### src/rtl/ladybird_aclint_if.sv
// ladybird_aclint_if: valid/ready request/response bus between the core data
// port (master) and the ACLINT register block (slave).
interface ladybird_aclint_if;
    logic        req_valid;
    logic        req_ready;
    logic [31:0] req_addr;
    logic        req_we;
    logic [31:0] req_wdata;
    logic [3:0]  req_wstrb;
    logic        resp_valid;
    logic        resp_ready;
    logic [31:0] resp_data;

    modport master (
        output req_valid, req_addr, req_we, req_wdata, req_wstrb, resp_ready,
        input  req_ready, resp_valid, resp_data
    );

    modport slave (
        input  req_valid, req_addr, req_we, req_wdata, req_wstrb, resp_ready,
        output req_ready, resp_valid, resp_data
    );
endinterface

### src/rtl/ladybird_aclint.sv
// ladybird_aclint: core-local interruptor (MSIP, MTIME, MTIMECMP) behind a
// single-outstanding valid/ready slave with one-cycle access latency.
// Optional feature macro: LADYBIRD_ACLINT_SSWI_EN enables the SETSSIP
// register at +0x8000 and the ssip_pulse output.
module ladybird_aclint #(
    parameter int unsigned TICK_DIV = 1,
    parameter logic [31:0] BASEADDR = 32'h0200_0000
) (
    input  logic                clk,
    input  logic                rst,
    ladybird_aclint_if.slave    bus,
    output logic                msip,
    output logic                mtip,
    output logic                ssip_pulse
);

    localparam logic [15:0] OFF_MSIP     = 16'h0000;
    localparam logic [15:0] OFF_CMP_LO   = 16'h4000;
    localparam logic [15:0] OFF_CMP_HI   = 16'h4004;
    localparam logic [15:0] OFF_SETSSIP  = 16'h8000;
    localparam logic [15:0] OFF_MTIME_LO = 16'hbff8;
    localparam logic [15:0] OFF_MTIME_HI = 16'hbffc;

    localparam int unsigned PW = (TICK_DIV > 1) ? $clog2(TICK_DIV) : 1;
    localparam logic [PW-1:0] PRESC_MAX = PW'(TICK_DIV - 1);

    typedef enum logic {ST_IDLE, ST_RESP} state_t;

    state_t        state_q, state_d;
    logic [31:0]   resp_data_q, resp_data_d;
    logic          msip_q, msip_d;
    logic          mtip_q;
    logic [63:0]   mtime_q, mtime_d;
    logic [63:0]   mtimecmp_q, mtimecmp_d;
    logic [PW-1:0] presc_q, presc_d;

    logic [31:0]   offset;
    logic [15:0]   off;
    logic          aligned;
    logic          accept;
    logic          wr_en;
    logic          tick;
    logic [31:0]   rdata;

    // Byte-lane merge of write data into an existing 32-bit register half.
    function automatic logic [31:0] merge_bytes(input logic [31:0] old_val,
                                                input logic [31:0] new_val,
                                                input logic [3:0]  strb);
        logic [31:0] r;
        r = old_val;
        for (int b = 0; b < 4; b++) begin
            if (strb[b]) r[b*8 +: 8] = new_val[b*8 +: 8];
        end
        return r;
    endfunction

    assign offset  = bus.req_addr - BASEADDR;
    assign off     = offset[15:0];
    assign aligned = (bus.req_addr[1:0] == 2'b00);
    assign accept  = (state_q == ST_IDLE) && bus.req_valid;
    assign wr_en   = accept && bus.req_we && aligned;
    assign tick    = (presc_q == PRESC_MAX);

    assign bus.req_ready  = (state_q == ST_IDLE);
    assign bus.resp_valid = (state_q == ST_RESP);
    assign bus.resp_data  = resp_data_q;
    assign msip           = msip_q;
    assign mtip           = mtip_q;

    // Read mux: register state as seen in the accepting cycle.
    always_comb begin
        // NOTE: every combinational output gets a default first so no path leaves it unassigned (no latch).
        rdata = 32'h0;
        if (aligned) begin
            case (off)
                OFF_MSIP:     rdata = {31'b0, msip_q};
                OFF_CMP_LO:   rdata = mtimecmp_q[31:0];
                OFF_CMP_HI:   rdata = mtimecmp_q[63:32];
                OFF_MTIME_LO: rdata = mtime_q[31:0];
                OFF_MTIME_HI: rdata = mtime_q[63:32];
                default:      rdata = 32'h0;
            endcase
        end
    end

    // Handshake FSM next state and captured response data.
    always_comb begin
        state_d     = state_q;
        resp_data_d = resp_data_q;
        case (state_q)
            ST_IDLE: begin
                if (bus.req_valid) begin
                    state_d     = ST_RESP;
                    resp_data_d = bus.req_we ? 32'h0 : rdata;
                end
            end
            ST_RESP: begin
                if (bus.resp_ready) state_d = ST_IDLE;
            end
            default: state_d = ST_IDLE;
        endcase
    end

    // Timer advance and register writes; a MTIME write overrides that cycle's tick.
    always_comb begin
        msip_d     = msip_q;
        mtimecmp_d = mtimecmp_q;
        presc_d    = tick ? '0 : presc_q + 1'b1;
        mtime_d    = tick ? mtime_q + 64'd1 : mtime_q;
        if (wr_en) begin
            case (off)
                OFF_MSIP: begin
                    if (bus.req_wstrb[0]) msip_d = bus.req_wdata[0];
                end
                OFF_CMP_LO: mtimecmp_d[31:0] =
                    merge_bytes(mtimecmp_q[31:0], bus.req_wdata, bus.req_wstrb);
                OFF_CMP_HI: mtimecmp_d[63:32] =
                    merge_bytes(mtimecmp_q[63:32], bus.req_wdata, bus.req_wstrb);
                OFF_MTIME_LO: mtime_d = {mtime_q[63:32],
                    merge_bytes(mtime_q[31:0], bus.req_wdata, bus.req_wstrb)};
                OFF_MTIME_HI: mtime_d = {
                    merge_bytes(mtime_q[63:32], bus.req_wdata, bus.req_wstrb),
                    mtime_q[31:0]};
                default: ;
            endcase
        end
    end

    // State registers with synchronous reset.
    always_ff @(posedge clk) begin
        // NOTE: sequential state uses non-blocking assignments so all registers update from pre-edge values.
        if (rst) begin
            state_q     <= ST_IDLE;
            resp_data_q <= 32'h0;
            msip_q      <= 1'b0;
            mtip_q      <= 1'b0;
            mtime_q     <= 64'h0;
            mtimecmp_q  <= 64'hFFFF_FFFF_FFFF_FFFF;
            presc_q     <= '0;
        end else begin
            state_q     <= state_d;
            resp_data_q <= resp_data_d;
            msip_q      <= msip_d;
            mtip_q      <= (mtime_q >= mtimecmp_q);
            mtime_q     <= mtime_d;
            mtimecmp_q  <= mtimecmp_d;
            presc_q     <= presc_d;
        end
    end

`ifdef LADYBIRD_ACLINT_SSWI_EN
    logic ssip_q;

    // One-cycle supervisor software interrupt pulse after a SETSSIP write.
    always_ff @(posedge clk) begin
        if (rst) begin
            ssip_q <= 1'b0;
        end else begin
            ssip_q <= wr_en && (off == OFF_SETSSIP) &&
                      bus.req_wstrb[0] && bus.req_wdata[0];
        end
    end

    assign ssip_pulse = ssip_q;
`else
    assign ssip_pulse = 1'b0;
`endif

endmodule
### src/flat_wrapper.sv
// flat-port wrapper written by rule: the top's interface ports become plain ports
module ladybird_aclint_flat 
#(
    parameter int unsigned TICK_DIV = 1,
    parameter logic [31:0] BASEADDR = 32'h0200_0000
)
  (clk, rst, msip, mtip, ssip_pulse, bus_req_valid, bus_req_addr, bus_req_we, bus_req_wdata, bus_req_wstrb, bus_resp_ready, bus_req_ready, bus_resp_valid, bus_resp_data);
  ladybird_aclint_if bus_i ();
  input  logic clk;
  input  logic rst;
  output logic msip;
  output logic mtip;
  output logic ssip_pulse;
  input wire logic [$bits(bus_i.req_valid)-1:0] bus_req_valid;
  input wire logic [$bits(bus_i.req_addr)-1:0] bus_req_addr;
  input wire logic [$bits(bus_i.req_we)-1:0] bus_req_we;
  input wire logic [$bits(bus_i.req_wdata)-1:0] bus_req_wdata;
  input wire logic [$bits(bus_i.req_wstrb)-1:0] bus_req_wstrb;
  input wire logic [$bits(bus_i.resp_ready)-1:0] bus_resp_ready;
  output wire logic [$bits(bus_i.req_ready)-1:0] bus_req_ready;
  output wire logic [$bits(bus_i.resp_valid)-1:0] bus_resp_valid;
  output wire logic [$bits(bus_i.resp_data)-1:0] bus_resp_data;
  assign bus_i.req_valid = bus_req_valid;
  assign bus_i.req_addr = bus_req_addr;
  assign bus_i.req_we = bus_req_we;
  assign bus_i.req_wdata = bus_req_wdata;
  assign bus_i.req_wstrb = bus_req_wstrb;
  assign bus_i.resp_ready = bus_resp_ready;
  assign bus_req_ready = bus_i.req_ready;
  assign bus_resp_valid = bus_i.resp_valid;
  assign bus_resp_data = bus_i.resp_data;
  ladybird_aclint #(.TICK_DIV(TICK_DIV), .BASEADDR(BASEADDR)) u_core (.clk(clk), .rst(rst), .bus(bus_i), .msip(msip), .mtip(mtip), .ssip_pulse(ssip_pulse));
endmodule
### config.mk
export PLATFORM = sky130hd
export DESIGN_NAME = ladybird_aclint_flat
export DESIGN_NICKNAME = d
export VERILOG_FILES = /design/src/rtl/ladybird_aclint_if.sv /design/src/rtl/ladybird_aclint.sv /design/src/flat_wrapper.sv
export SDC_FILE = /design/constraint.sdc
export NUM_CORES = 1
export LEC_CHECK = 0
export CAP_MARGIN = 5
export CORE_ASPECT_RATIO = 1.25
export CORE_MARGIN = 3
export CORE_UTILIZATION = 52
export DETAILED_ROUTE_END_ITERATION = 10
export GPL_TIMING_DRIVEN = 0
export PLACE_DENSITY = 0.79
export RECOVER_POWER = 25
export SLEW_MARGIN = 15
export SYNTH_ARGS = -nofsm -noshare
export SYNTH_HDL_FRONTEND = slang
export SYNTH_SLANG_ARGS = --single-unit
### constraint.sdc
create_clock -name clk -period 2.3 [get_ports clk]
set_input_delay 0.345 -clock clk [delete_from_list [all_inputs] [get_ports clk]]
set_output_delay 0.345 -clock clk [all_outputs]
set_load 0.005 [all_outputs]
Word-level counts from Yosys, hierarchy flattened
Cells that the tools add are included.

word-level totals
  register bits after elaboration = 164
  bits of input ports = 73
  output and inout bits = 37
  word-level logic and storage cells = 78

cells by class
  add/subtract/negate cells = 3
  order comparisons = 1
  eq/ne operators = 14
  muxes and demuxes = 13
  bitwise operators = 2
  reductions and logical operators = 24

operators with widths
  cell                     number
  $pmux W32 S5             1
  $mux W64                 2
  $pmux W64 S2             1
  $add A64 B1 Y64 const B  1
  $ge A64 B64 Y1           1
  $mux W32                 2
  $eq A16 B15 Y1 const B   2
  $eq A16 B16 Y1 const B   2
  $mux W8                  4
  $reduce_and A3 Y1        9
  $ne A3 B3 Y1 const B     8
  $reduce_and A2 Y1        9
  $logic_not A16 Y1        1
  $sub A16 B1 Y16 const B  1
  $ne A2 B2 Y1 const B     2
  $logic_and A1 B1 Y1      3
  $logic_not A2 Y1         1
  $mux W1                  2
  $not A1 Y1               2
  $pmux W1 S2              1
  $reduce_or A2 Y1         1
  $add A1 B1 Y1 const B    1

Logic depth before layout (Yosys ltp)
Gate-level depths: netlist of the first run.

  depth in word-level cells = 6
  gate-level depth with buffers = 10
  gate-level depth less buffers = 8

Least setup slack after synthesis of the first run
No wires, ideal clock.

  path type = register to register
  start = reg u_core.mtime_q[24]
  end = reg u_core.mtime_q[46]
  library setup time = 0.074 ns
  arrival time = 2.117 ns
  required time = 2.226 ns
  setup slack = 0.108 ns
  stages on the path, launching flop included = 9
  path buffers = 2
  period minus slack after synthesis = 2.192 ns
  cells stage by stage = dfxtp_1 -> buf_2 -> nand3_2 -> nor4_4 -> and3_1 -> buf_4 -> nand3_2 -> or4b_1 -> a31oi_1

on the way
  word-level cells in the longest chain between the ends = 4

ends and longest elaborated chain
  what                      RTL line                source
  start: declaration        ladybird_aclint.sv:33   logic [63:0] mtime_q, mtime_d;
  start signal: assignment  ladybird_aclint.sv:145  mtime_q <= mtime_d;
  $add A64 B1 Y64 *         ladybird_aclint.sv:109  mtime_d = tick ? mtime_q + 64'd1 : mtime_q;
  $mux W64 *                ladybird_aclint.sv:109
  $pmux W64 S2              ladybird_aclint.sv:111  case (off)
  $mux W64 *                ladybird_aclint.sv:110  if (wr_en) begin

Every way passes the cells marked *; elsewhere a longest branch is shown, timed or not.
A chain may end at the register's enable or synchronous reset.

Worst setup path after layout of the first run
  start = reg u_core.mtime_q[45]
  end = reg u_core.mtip_q, in the netlist u_core.mtip

on the way
  word-level cells in the longest chain between the ends = 1

ends and longest elaborated chain
  what                    RTL line                source
  $ge A64 B64 Y1          ladybird_aclint.sv:144  mtip_q <= (mtime_q >= mtimecmp_q);
  end signal: assignment  ladybird_aclint.sv:144
  end: declaration        ladybird_aclint.sv:32   logic mtip_q;

No other way between the ends.

==> impl_metrics.yaml, run 1 <==
global_routing:
  antenna_found_initial: 1
  grt.overflow.total: 0
  grt_pass1_wl_um: 57800
  grt_pass1_vias: 10400
  grtUsageTotal_pct: 35.9
  grt_max_degree: 17
critical_path:
  crit_path_max_incr_delay_ns: 0.42
  cp.arrival_ns: 2.76
  r2r_cells: 7
  crit_slowest_cell: "nor2_1"
  critical_path_class: "reg2reg"
  path_cells: "ha_1 -> nand4_1 -> nor2_1 -> o221ai_1 -> o211ai_1 -> nor4_2 -> a21oi_2"
  cp.required_ns: 2.67
  setup.worst_path.end_class: "flop"
  worst-path-max-fanout: 6
  start_kind: "flop"
place:
  pre_cts_ws_ns: -1.21
  dp_hpwl_um: 26900
  place_inst: 1521
  gp_congestion: 1.04
  port_buffers: 91
final_layout:
  fin_util_pct: 68.3
  area_growth_pct: 27.8
  layout_commonest_cell: "nand2_1"
  final_cell_mix: "nand2_1, dfxtp_1, inv_1"
  fin_cells: 1587
  fillers: 1488
  fin_nets: 1484
  drive_above_1_share_pct: 18.1
  antennaDiodeCount: 0
cts:
  cts-root-buf: "clkbuf_16"
  cts.clk_slew.worst_paths_ns: 0.07
  postCtsHoldBufs: 0
  tritoncts: "built"
  htree_levels: 4
  cts_max_path_buffers: 2
  clkSinkCount: 164
  cts_made_buffers: 17
  clk-insertion-delay-late_ns: 0.44
logic_synthesis:
  yosysWarnings: 0
  synth_ff_type: "dfxtp_1"
  synthesis.instances: 1201
  synth-seq-cells: 164
  synth_edf_count: 0
  synth_seq_area_share_pct: 33.5
  ys_top_cells_by_area: "dfxtp_1, ha_1, nand2_1"
  syn_area_um2: 9790
  ys_types: 73
  synth_top_cell_area_share_pct: 33.5
  yosysTopAreaCell: "dfxtp_1"
  synth_area_per_cell_um2: 8.15
  synthArstFlopShare_pct: 0
timing:
  min_period_ns: 2.39
  drv_slew: 0
  fin_tns_setup_ns: -0.0931
  post-route-period-util_pct: 104
  setup_ws_ns: -0.0931
  slew_headroom_pct: 32.9
  final-setup-viol-count: 1
  worst_slew_pin_slew_ns: 1.01
  max_freq_ghz: 0.418
  rsz0062_at_grt: "yes"
  hold_violations: 0
  clock-skew-final_ns: 0.0107
floorplan:
  fp.dieH_um: 159
  row_count: 55
  io_pins: 110
  dieArea_um2: 20500
  coreArea_um2: 18300
  die_w_um: 129
  start_util_pct: 53.5
outcome:
  status: "finished, violations left"
  violations: "negative setup slack"
hold_path:
  worstHoldPathCells: 2
  hold_class: "reg2reg"
power_and_ir_drop:
  ir_drop_mv: 0.532
  power_density_nw_per_um2: 511
  leakagePower_nw: 5.44
drt:
  drc: 0
  wire_per_inst_um: 24.1
  vias: 10800
  viasPerCell: 6.80
  drtPass1Iterations: 9
  ant_nets: 0
  drt_iter0_markers: 1611
  wl_um: 38300
run:
  max_cap_violations: 0
-- where the power goes --
group / switching, W / internal, W
clock: 0.00126 / 0.00192
sequential: 0.00000847 / 0.00284
combinational: 0.000232 / 0.000142
total: 0.00150 / 0.00490
-- cells by family after synthesis --
kind of cell,Yosys count,share of synthesized area (%)
AOI/OAI and AO/OA,342,24.5
xor gates and xnor gates,6,0.537
adders and majority gates,65,8.31
buffers and inverters,161,6.51
DFF,164,33.5
muxes,34,3.87
other,1,0.0383
and+or+nand+nor,428,22.7
-- routing by layer --
metal  vias to the layer above  routed length [um]  part of all wire (%)  GRT usage (%)
met5                         -                  13                 0.034              0
met4                         2                2860                   7.5           23.7
met3                       225                3830                    10           7.62
met2                       706               17200                    45           54.7
met1                      5028               14300                    37           45.2
li1                       4823                   -                     -              -
-- state kept, by name, indices dropped and copies added, names as in the netlist --
register,count
u_core.mtimecmp_q,64
u_core.msip,1
u_core.bus.resp_valid,1
u_core.presc_q,1
u_core.mtip,1
u_core.bus.resp_data,32
u_core.mtime_q,64
-- worst max-delay path, delay by kind of cell (launching register included) --
family                   cells  cell delay (ns)
AO/OA/AOI/OAI                3             0.81
AND/OR/NAND/NOR              3             0.75
flip-flops                   1             0.41
adder cells (fa/ha/maj)      1             0.34
-- final timing paths --
path	from	to	slack, ns
worst max-delay path	u_core.mtime_q[45]$_SDFFE_PP0P_	u_core.mtip$_SDFF_PP0_	-0.09
worst min-delay path	u_core.bus.resp_data[18]$_SDFFE_PP0P_	u_core.bus.resp_data[18]$_SDFFE_PP0P_	0.44
worst max register to register	u_core.mtime_q[45]$_SDFFE_PP0P_	u_core.mtip$_SDFF_PP0_	-0.09
worst min register to register	u_core.bus.resp_data[18]$_SDFFE_PP0P_	u_core.bus.resp_data[18]$_SDFFE_PP0P_	0.44
-- synthesized netlist by cell type (24+ instances only) --
library cell	n
dfxtp_1	164
nand2_1	162
inv_1	85
o211ai_1	78
o21ai_0	70
ha_1	65
nor2_1	56
a21oi_1	55
clkbuf_1	55
nand3_1	44
a222oi_1	32
and3_1	32
nand4_1	32
mux2_2	31
a31oi_1	24
-- metrics by stage --
| stage | total power [W] | cell area [um2] | hold WS, ns |
|---|---|---|---|
| 4_1_cts | 0.00636 | 12100 | 0.457 |
| 5_1_grt | 0.00652 | 12500 | 0.471 |
| 3_3_place_gp | 0.00325 | 11000 | 0.433 |
| 2_1_floorplan | 0.00303 | 9790 | 0.445 |
| 3_5_place_dp | 0.00325 | 11000 | 0.442 |
| 6_report | 0.00639 | 12500 | 0.443 |
-- final cells by class --
class,instances,area (um2),share of cell area (%)
buffer,66,410,3.28
clock buffer,22,474,3.79
clock inverter,10,169,1.35
inverter,85,319,2.55
multi-input combinational,877,6230,49.8
sequential,164,3320,26.6
tap,228,285,2.28
timing repair buffer,135,1300,10.4
-- what timing repair did --
item,in CTS,in global routing
buffers inserted,32,12
gates resized for setup,84,106
pin swaps,17,25
endpoints found under the setup margin,161,137
Power figures use the tool's default switching activity.
==> run 2, diff against run 1 <==
CAP_MARGIN = 10   (was 5)
RECOVER_POWER = unset   (was 25)
==> run 2 against run 1 <==
  * The run still ends with negative setup slack left
  * Global-route usage did not move
  * Worst hold slack improved by 0.0053 ns
  * Count of clock-buffer cells in the layout did not move
  * Wire length fell by 0.24%
  * Via count rose by 0.91%
  * Clock power barely moved
  * Sequential power barely moved
  * Final area barely moved
  * Flip-flop and latch count did not move
  * First-iteration DRC count fell by 1.6%
  * Critical path depth did not move
  * Largest cell class unchanged
==> impl_metrics.yaml, run 2 (synthesis results as in run 1) <==
outcome:
  status: "finished, violations left"
  violations: "negative setup slack"
cts:
  clkSinkCount: 164
  cts.clk_slew.worst_paths_ns: 0.07
  cts_max_path_buffers: 2
  tritoncts: "built"
  clk-insertion-delay-late_ns: 0.45
  cts_made_buffers: 17
  postCtsHoldBufs: 0
  cts-root-buf: "clkbuf_16"
  htree_levels: 4
place:
  place_inst: 1521
  gp_congestion: 1.04
  port_buffers: 91
  pre_cts_ws_ns: -1.21
  dp_hpwl_um: 26900
  dpl_cell_area_um2: 11000
timing:
  fin_tns_setup_ns: -0.0740
  final-setup-viol-count: 1
  slew_headroom_pct: 34.6
  hold_violations: 0
  rsz0062_at_grt: "yes"
  max_freq_ghz: 0.421
  drv_slew: 0
  worst_slew_pin_slew_ns: 0.980
  post-route-period-util_pct: 103
  setup_ws_ns: -0.0740
  clock-skew-final_ns: 0.0114
  min_period_ns: 2.37
critical_path:
  r2r_cells: 7
  critical_path_class: "reg2reg"
  r2r_end: "u_core.mtip$_SDFF_PP0_"
  start_kind: "flop"
  setup.worst_path.end_class: "flop"
  r2r_setup_slack_ns: -0.07
  worst-path-max-fanout: 6
  r2r-start: "u_core.mtime_q[45]$_SDFFE_PP0P_"
  cp.arrival_ns: 2.75
  cp.required_ns: 2.67
hold_path:
  worstHoldPathCells: 2
  worst_hold_startpoint: "u_core.bus.resp_data[18]$_SDFFE_PP0P_"
  hold_end: "u_core.bus.resp_data[18]$_SDFFE_PP0P_"
  hold_class: "reg2reg"
global_routing:
  grt_pass1_vias: 10400
  grt.overflow.total: 0
  antenna_found_initial: 1
  grtUsageTotal_pct: 35.9
  grt_pass1_wl_um: 57800
  grt_max_degree: 17
floorplan:
  io_pins: 110
  start_util_pct: 53.5
  fp.dieH_um: 159
  coreArea_um2: 18300
  row_count: 55
  dieArea_um2: 20500
  die_w_um: 129
drt:
  wl_um: 38200
  drtPass1Iterations: 11
  drc: 0
  wire_per_inst_um: 24.0
  ant_nets: 0
  vias: 10900
  drt_iter0_markers: 1586
  viasPerCell: 6.86
power_and_ir_drop:
  sequentialPowerShare_pct: 44.5
  clockPowerShare_pct: 49.6
  ir_drop_mv: 0.536
  swShare_pct: 23.4
  switching_power_w: 0.00150
  p_comb_share_pct: 5.9
  leakagePower_nw: 5.33
  p_int_w: 0.00490
  power_density_nw_per_um2: 511
final_layout:
  final_cell_mix: "nand2_1, dfxtp_1, inv_1"
  fin_nets: 1484
  antennaDiodeCount: 0
  area_growth_pct: 27.9
  postLayoutCellArea_um2: 12500
  drive_above_1_share_pct: 18.2
  fin_cells: 1587
  fillers: 1486
  layout_commonest_cell: "nand2_1"
run:
  max_cap_violations: 0
[run 2: changes by cell type in the layout (fill, tap and decap cells not counted), sizes merged]
cell / previous run / this run
clkdlybuf4s50: 41 / 76
dlygate4sd3: 35 / 0
[run 2: worst max-delay path, cell delays in order (launching register included)]
cell	delay, ns
dfxtp_1	0.41
ha_1	0.34
nand4_1	0.24
nor2_1	0.41
o221ai_1	0.27
o211ai_1	0.38
nor4_2	0.09
a21oi_2	0.16
[run 2: final cells by class]
type | instances | area (um2) | share of cell area, %
clock inverters | 10 | 169 | 1.35
repair buffers | 135 | 1300 | 10.4
multi-input cells | 877 | 6240 | 49.8
flip-flops and latches | 164 | 3330 | 26.6
plain buffers | 66 | 412 | 3.29
inverters | 85 | 319 | 2.55
clock buffers | 22 | 474 | 3.79
well taps | 228 | 285 | 2.28
[run 2: power by group through the flow]
stage	clock network [W]	logic [W]	registers (W)
after floorplan	0	0.000115	0.00291
after global placement	0	0.000332	0.00292
after detailed placement	0	0.000334	0.00292
after CTS	0.00317	0.000344	0.00285
after global routing	0.00329	0.000383	0.00285
final	0.00318	0.000376	0.00285
[run 2: worst max path at each step]
stage	from	endpoint	slack, ns	cells past startpoint
floorplan	u_core.mtime_q[24]$_SDFFE_PP0P_	u_core.mtime_q[46]$_SDFFE_PP0P_	0.11	8
global placement	bus_req_addr[4]	u_core.mtimecmp_q[15]$_SDFFE_PP1P_	-1.39	8
detailed placement	bus_req_addr[14]	u_core.bus.resp_data[4]$_SDFFE_PP0P_	-1.21	7
CTS	bus_req_addr[13]	u_core.bus.resp_data[27]$_SDFFE_PP0P_	0.0003	9
global route	bus_req_valid	u_core.mtime_q[29]$_SDFFE_PP0P_	-0.03	11
finish	u_core.mtime_q[45]$_SDFFE_PP0P_	u_core.mtip$_SDFF_PP0_	-0.07	7
[run 2: repair_timing]
item,in CTS,in global routing
setup endpoints to repair,161,137
hold endpoints to repair,0,0
buffers inserted,32,12
pin swaps,17,25
gates resized for setup,84,106
[run 2: layer usage]
| layer | vias to the layer above | track usage (%) | wire (um) |
|---|---|---|---|
| li1 | 4823 | - | - |
| met1 | 5088 | 45.2 | 14100 |
| met2 | 753 | 54.7 | 17300 |
| met3 | 216 | 7.62 | 3910 |
| met4 | 2 | 23.7 | 2840 |
| met5 | - | 0 | 13 |
[run 2: metrics by stage]
stage | hold WS (ns) | total power (W) | util [%]
floorplan | 0.445 | 0.00303 | -
global placement | 0.433 | 0.00325 | 60.0
detailed placement | 0.442 | 0.00325 | 60.1
CTS | 0.457 | 0.00636 | 66.4
global route | 0.476 | 0.00652 | 68.4
finish | 0.448 | 0.00640 | 68.4
